File: src/rtl/mips_pkg.sv
// Shared MIPS datapath constants and the writeback queue entry type.
package mips_pkg;

    localparam int REG_W  = 5;
    localparam int DATA_W = 32;

    localparam logic [1:0] WB_SIZE_WORD = 2'b00;
    localparam logic [1:0] WB_SIZE_HALF = 2'b01;
    localparam logic [1:0] WB_SIZE_BYTE = 2'b10;

    localparam logic [REG_W-1:0] REG_ZERO = 5'd0;

    typedef struct packed {
        logic [REG_W-1:0]  dst;
        logic [DATA_W-1:0] data;
    } wb_entry_t;

endpackage

File: src/rtl/wb_lane_extract.sv
// Byte/halfword lane select with sign or zero extension; words pass through.
module wb_lane_extract
    import mips_pkg::*;
(
    input  logic [DATA_W-1:0] wb_data,
    input  logic [1:0]        wb_size,
    input  logic              wb_signed,
    input  logic [1:0]        wb_offset,
    output logic [DATA_W-1:0] result
);

    logic [7:0]  byte_lane;
    logic [15:0] half_lane;

    always_comb begin
        case (wb_offset)
            2'd0:    byte_lane = wb_data[7:0];
            2'd1:    byte_lane = wb_data[15:8];
            2'd2:    byte_lane = wb_data[23:16];
            default: byte_lane = wb_data[31:24];
        endcase
        half_lane = wb_offset[1] ? wb_data[31:16] : wb_data[15:0];
    end

    // Reserved size code behaves as a word access.
    always_comb begin
        case (wb_size)
            WB_SIZE_BYTE: result = {{24{wb_signed & byte_lane[7]}}, byte_lane};
            WB_SIZE_HALF: result = {{16{wb_signed & half_lane[15]}}, half_lane};
            default:      result = wb_data;
        endcase
    end

endmodule

File: src/rtl/reg_writeback_unit.sv
// Writeback queue feeding the register-file write port, with decode hazard flags.
module reg_writeback_unit
    import mips_pkg::*;
#(
    parameter int DEPTH = 4,
    parameter int PTR_W = 2
) (
    input  logic              clk,
    input  logic              rst_n,
    input  logic              wb_valid,
    output logic              wb_ready,
    input  logic [REG_W-1:0]  wb_reg,
    input  logic [DATA_W-1:0] wb_data,
    input  logic [1:0]        wb_size,
    input  logic              wb_signed,
    input  logic [1:0]        wb_offset,
    input  logic              rf_stall,
    output logic              rf_regWrite,
    output logic [REG_W-1:0]  rf_write_reg,
    output logic [DATA_W-1:0] rf_write_data,
    input  logic [REG_W-1:0]  hz_reg1,
    input  logic [REG_W-1:0]  hz_reg2,
    output logic              hz_pending1,
    output logic              hz_pending2,
    output logic              idle
);

    wb_entry_t        mem [DEPTH];
    logic [DEPTH-1:0] entry_valid;
    logic [PTR_W-1:0] wr_ptr;
    logic [PTR_W-1:0] rd_ptr;
    logic [PTR_W:0]   count;
    logic [DATA_W-1:0] ext_data;
    logic             full;
    logic             empty;
    logic             push;
    logic             pop;
    wb_entry_t        head;

    wb_lane_extract u_extract (
        .wb_data   (wb_data),
        .wb_size   (wb_size),
        .wb_signed (wb_signed),
        .wb_offset (wb_offset),
        .result    (ext_data)
    );

    assign full     = (count == (PTR_W+1)'(DEPTH));
    assign empty    = (count == '0);
    assign push     = wb_valid && !full;
    assign pop      = !empty && !rf_stall;
    assign wb_ready = !full;
    assign head     = mem[rd_ptr];
    assign idle     = empty && !rf_regWrite;

    always_ff @(posedge clk) begin
        if (push) begin
            mem[wr_ptr] <= '{dst: wb_reg, data: ext_data};
        end
    end

    // Pops never target the write slot in the same cycle: a push needs !full, a pop needs !empty.
    always_ff @(posedge clk or negedge rst_n) begin
        if (!rst_n) begin
            wr_ptr      <= '0;
            rd_ptr      <= '0;
            count       <= '0;
            entry_valid <= '0;
        end else begin
            if (push) begin
                wr_ptr              <= wr_ptr + PTR_W'(1);
                entry_valid[wr_ptr] <= 1'b1;
            end
            if (pop) begin
                rd_ptr              <= rd_ptr + PTR_W'(1);
                entry_valid[rd_ptr] <= 1'b0;
            end
            if (push && !pop) begin
                count <= count + (PTR_W+1)'(1);
            end else if (pop && !push) begin
                count <= count - (PTR_W+1)'(1);
            end
        end
    end

    // Register-0 entries still update the address/data registers but never strobe.
    always_ff @(posedge clk or negedge rst_n) begin
        if (!rst_n) begin
            rf_regWrite   <= 1'b0;
            rf_write_reg  <= '0;
            rf_write_data <= '0;
        end else begin
            rf_regWrite <= pop && (head.dst != REG_ZERO);
            if (pop) begin
                rf_write_reg  <= head.dst;
                rf_write_data <= head.data;
            end
        end
    end

    always_comb begin
        hz_pending1 = rf_regWrite && (rf_write_reg == hz_reg1);
        hz_pending2 = rf_regWrite && (rf_write_reg == hz_reg2);
        for (int i = 0; i < DEPTH; i++) begin
            if (entry_valid[i] && (mem[i].dst == hz_reg1)) hz_pending1 = 1'b1;
            if (entry_valid[i] && (mem[i].dst == hz_reg2)) hz_pending2 = 1'b1;
        end
        if (hz_reg1 == REG_ZERO) hz_pending1 = 1'b0;
        if (hz_reg2 == REG_ZERO) hz_pending2 = 1'b0;
    end

endmodule

File: config.mk
export PLATFORM = sky130hd
export DESIGN_NAME = reg_writeback_unit
export DESIGN_NICKNAME = d
export VERILOG_FILES = /design/src/rtl/mips_pkg.sv /design/src/rtl/wb_lane_extract.sv /design/src/rtl/reg_writeback_unit.sv
export SDC_FILE = /design/constraint.sdc
export NUM_CORES = 1
export LEC_CHECK = 0
export CAP_MARGIN = 30
export CORE_MARGIN = 1
export CORE_UTILIZATION = 51
export CTS_CLUSTER_SIZE = 24
export DETAILED_ROUTE_END_ITERATION = 10
export HOLD_SLACK_MARGIN = 0.15
export PLACE_DENSITY = 0.73
export SLEW_MARGIN = 20
export SYNTH_ARGS = -nofsm -noshare
export SYNTH_HDL_FRONTEND = slang
export SYNTH_SLANG_ARGS = --single-unit
File: constraint.sdc
create_clock -name clk -period 2.1 [get_ports clk]
set_clock_uncertainty 0.1 [all_clocks]
set_input_delay 0.42 -clock clk [delete_from_list [all_inputs] [get_ports clk]]
set_output_delay 0.42 -clock clk [all_outputs]
set_load 0.02 [all_outputs]
Yosys cells after proc, flatten, opt, wreduce, memory -nomap -nowiden --
Memories as Yosys holds them, arrays and structs flattened. Cells that the tools add are included.
Cells by class: equal/unequal tests 15, order comparisons 4, $add $sub $neg 4, multiplexer cells 23, bitwise operators 5, reductions and logical operators 30
Operator list (count):
- 32-bit one-hot mux with 2 select lines | 1
- 5-bit == test | 10
- 8-bit one-hot mux with 3 select lines | 1
- 1-bit logical AND | 18
- 16-bit two-way mux | 1
- 1-bit two-way mux | 14
- 5-bit zero test | 2
- 4-bit two-way mux | 2
- 1-bit zero test | 6
- 2-bit by 3-bit < comparator with 1-bit output (second input constant) | 2
- 3-bit two-way mux | 2
- 5-bit nonzero test | 1
- 2-bit by 1-bit adder with 2-bit output (second input constant) | 2
- 4-bit bitwise AND | 1
- 1-bit demux with 2-bit select | 2
- 2-bit by 1-bit == test with 1-bit output (second input constant) | 2
- 2-bit == test (second input constant) | 2
- 2-bit by 1-bit >= comparator with 1-bit output (second input constant) | 2
- 4-bit NOT | 1
- 4-bit OR | 1
- 3-bit by 1-bit adder with 3-bit output (second input constant) | 1
- 3-bit == test (second input constant) | 1
- 3-bit zero test | 1
- 3-bit by 1-bit subtractor with 3-bit output (second input constant) | 1
- 3 further kinds | 4
Word-level totals: input port bits 56, RAM bits 148, bits in registers 49, memories 1, output and inout bits 42
Memories:
- mem | depth 4, bits a word 37, read ports 5, clocked after memory_dff 0, write ports 1, line reg_writeback_unit.sv:28 | wb_entry_t mem [DEPTH];

Depth between registers and ports, before layout --
depth in word-level cells 8, mapped depth 10, gate-level depth less buffers 9

Cells and area by module --
Synthesis repeated with hierarchy kept, for this count alone.
Unflattened totals: cell total of the unflattened synthesis 527, area total of the unflattened synthesis 8772.2 sq um
Modules (own cells, without submodules):
- reg_writeback_unit | area an instance 8029.0 sq um, cells each 415, times used 1, sequential area each 5670.4 sq um
- wb_lane_extract | area an instance 743.2 sq um, cells each 112, times used 1, sequential area each 0.0 sq um

Worst setup path after synthesis --
Ideal clock, no wire load.
path kind reg-to-reg, from reg count[0], to mem mem[0][0] (netlist bit), enable pin, path slack -0.104 ns, arrival time 1.705 ns, cell stages (with the launch flop) 4, buffers on the path 0, clock period less this slack 2.204 ns, data required time 1.601 ns, path through dfrtp_1 nor2_1 nand2_1 and3_1
Between the ends: cells in the longest elaborated chain, start to end 5
RTL lines:
- from (decl) | line reg_writeback_unit.sv:32 | logic [PTR_W:0] count;
- from (signal assigned) | line reg_writeback_unit.sv:79 | count <= count + (PTR_W+1)'(1);
- from (signal assigned) | line reg_writeback_unit.sv:81 | count <= count - (PTR_W+1)'(1);
- 3-bit == test | line reg_writeback_unit.sv:48 | assign full = (count == (PTR_W+1)'(DEPTH));
- 1-bit zero test
- net wb_ready | line reg_writeback_unit.sv:11 | output logic wb_ready,
- 1-bit logical AND | line reg_writeback_unit.sv:50 | assign push = wb_valid && !full;
- 1-bit two-way mux | line reg_writeback_unit.sv:57 | if (push) begin
- 1-bit two-way mux (not written as such) | line reg_writeback_unit.sv:58 | mem[wr_ptr] <= '{dst: wb_reg, data: ext_data};
- to (decl) | line reg_writeback_unit.sv:28
The timed path passes the listed nets, and every way through them passes these cells.

Worst setup path in the final report --
from reg rf_write_reg[2], to out hz_pending1
Between the ends: cells in the longest elaborated chain, start to end 7
RTL lines:
- from (decl) | line reg_writeback_unit.sv:19 | output logic [REG_W-1:0] rf_write_reg,
- from (signal assigned) | line reg_writeback_unit.sv:95 | rf_write_reg <= head.dst;
- 5-bit == test | line reg_writeback_unit.sv:102 | hz_pending1 = rf_regWrite && (rf_write_reg == hz_reg1);
- 1-bit logical AND | line reg_writeback_unit.sv:102
- 1-bit two-way mux (4 in a row) | line reg_writeback_unit.sv:105 | if (entry_valid[i] && (mem[i].dst == hz_reg1)) hz_pending1 = 1'b1;
- 1-bit two-way mux | line reg_writeback_unit.sv:108 | if (hz_reg1 == REG_ZERO) hz_pending1 = 1'b0;
- to (decl) | line reg_writeback_unit.sv:23 | output logic hz_pending1,
Every way passes these cells.

==> impl_metrics.csv <==
group,metric,value,unit
clock_network,clk_pin_slew,80,ps
power,leakage,4.29,nW
layout,post-route-util,66.9,%
outcome,violations,"setup timing",
placed_design,post_dp_cell_area,0.0104,mm2
timing,setup_tns,-535,ps
critical_path,worst_setup_path_end_kind,"primary output",
yosys,synth_top_area_share,50.9,%
yosys,netlist_area,0.00872,mm2
worst_hold_path,hp-class,"input port to asynchronous set/reset pin",
clock_network,htree_num_levels,4,
critical_path,crit_end,"hz_pending1",
yosys,synthFlopType,"edfxtp_1",
yosys,syn_area_per_cell,16.6,um2
yosys,yosys-top-cells-area,"edfxtp_1 51%, dfrtp_1 14%, mux4_2 9.6%, xor2_1 4.2%, mux2_2 4.1%",
yosys,yosysTopAreaCell,"edfxtp_1",
outcome,outcome,"finished, violations left",
layout,fillers,1155,
critical_path,cp.required,1580,ps
critical_path,critPathArrivalTime,1870,ps
critical_path,reg2reg_slack,60,ps
yosys,synth_edf_count,148,
layout,syn2layout_area_growth,27.7,%
yosys,synth_nets,595,
drt,vias_per_cell,5.56,
yosys,yosys_warnings,0,
global_route,grt_pass1_wl,30.2,mm
die,dieArea,0.0176,mm2
global_route,grt_pass1_vias,5428,
layout,fin_cells,924,
yosys,postSynthRegisterBits,197,
clock_network,insertion_delay,420,ps
power,power_density,1290,mW/mm2
critical_path,start_kind,"register",
critical_path,critical_path_class,"register to primary output",
timing,slew_headroom,58.3,%
clock_network,cts_made_buffers,17,
placed_design,dpl_worst_slack,-891,ps
timing,rsz0062_at_grt,"yes",
yosys,async_flop_share,24.9,%
global_route,gr-total-overflow,0,
timing,finalHoldViolations,0,
global_route,antenna_found_initial,0,
drt,drtIter0Drc,332,
die,core,0.0166,mm2
die,boundaryPins,98,
timing,timing.final.crit_share,114,%
clock_network,cts_tree,"built",
die,rows,47,
layout,drive_above_1_share,30.0,%
timing,min_period,2390,ps
yosys,synthCells,527,
clock_network,clockBufferDepth,2,
layout,final_cell_mix,"148 x edfxtp_1, 78 x clkdlybuf4s50_1, 63 x buf_4",
die,die_h,133,um
global_route,grtUsageTotal,23.2,%
die,initial_core_util,52.4,%
drt,first_pass_iters,4,
critical_path,r2r_start,"count[1]$_DFFE_PN0P_",
drt,drcViolationCount,0,
critical_path,critPathMaxFanout,2,
critical_path,r2r_end,"count[1]$_DFFE_PN0P_",
layout,largest_reg_flops,148,
die,fp.dieW,133,um
job,drv_cap,0,
layout,design_area,0.0111,mm2
global_route,grt_max_degree,50,
layout,insertedDiodeCount,0,
drt,routed_wl,19.1,mm
placed_design,dp_hpwl,13.3,mm
yosys,ys_seq_area_share,65.0,%
yosys,synth_cell_types,40,
clock_network,cts.sinks,197,
layout,final_common_cell,"edfxtp_1",
layout,fin_nets,759,
drt,detail-route-antenna-nets,0,
power,ir_drop,0.766,mV
placed_design,io_buffers,97,
timing,fmax,418,MHz
timing,finalHoldWorstSlack,409,ps
timing,setup_viol,2,
placed_design,place_inst,880,
timing,finalMaxSlewViolations,0,
power,total_power,14.4,mW
critical_path,critPathLaunch,"rf_write_reg[2]$_DFFE_PN0P_",
critical_path,rr_worst_depth,7,
drt,wl_per_cell,20.6,um
timing,worst_slew_pin_slew,625,ps
timing,timing.final.ws_setup,-290,ps
drt,num_vias,5141,
placed_design,place_congestion,0.908,
clock_network,root_buffer,"clkbuf_16",
## final cells by class
type	instances	area (um2)	area share, %
tap	220	275	2.47
multi-input combinational	283	2870	25.8
sequential	197	5670	51.0
clock buffer	17	425	3.82
clock inverter	15	146	1.31
timing repair buffer	175	1680	15.1
inverter	17	63.8	0.573
## cells by family (layout without fill, tap and decap cells)
family,count (synthesis),after routing,synth area share [%]
flip-flops,197,197,65.0
buffers and inverters,47,224,2.75
AND/OR/NAND/NOR,72,72,4.04
adder cells (fa/ha/maj),12,12,1.81
AO/OA/AOI/OAI,59,59,4.70
XOR/XNOR,55,55,5.52
multiplexers,85,85,16.2
## critical path, cell delays in order (launching register included)
cell and delay, ps:
dfrtp_1 410, buf_6 140, xor2_1 150, nor4_1 290
nand3_1 110, nand3_1 70, o22a_1 160, buf_6 120
## layer usage
layer	GRT usage, %	share of wire, %
met5	0	0
met3	4.33	4.5
met1	31.2	44
met4	6.13	1.1
met2	39.1	51
## cells in the mapped netlist (10+ instances only)
cell type,number
edfxtp_1,148
dfrtp_1,49
xor2_1,42
mux4_2,37
mux2_2,32
nand2_1,23
clkbuf_1,17
inv_1,17
o21ai_0,17
a21o_1,16
nand3_1,13
xnor2_1,13
ha_1,11
nor4_1,11
nor2_1,10
## how the worst min path moves through the flow
stage,start,end,slack (ps),depth (start not counted)
floorplan,rst_n,count[0]$_DFFE_PN0P_,20,0
global placement,rst_n,rf_write_data[0]$_DFFE_PN0P_,330,2
detailed placement,rst_n,rf_write_data[0]$_DFFE_PN0P_,340,2
CTS,rf_write_data[15]$_DFFE_PN0P_,rf_write_data[15]$_DFFE_PN0P_,410,1
global route,rf_write_data[5]$_DFFE_PN0P_,rf_write_data[5]$_DFFE_PN0P_,420,1
finish,rst_n,rf_write_data[28]$_DFFE_PN0P_,410,3
## power by group
| group | internal (mW) | switching (mW) |
|---|---|---|
| sequential | 5.40 | 0.604 |
| clock | 1.57 | 1.50 |
| combinational | 2.85 | 2.49 |
## repair_timing
action | 4_1_cts | 5_1_grt
pin swaps | 13 | 6
hold buffers | 1 | 0
resized for setup | 32 | 17
setup endpoints to repair | 13 | 62
setup buffers | 9 | 2
endpoints found under the hold margin | 49 | 0
(Power assumes the default switching activity.)
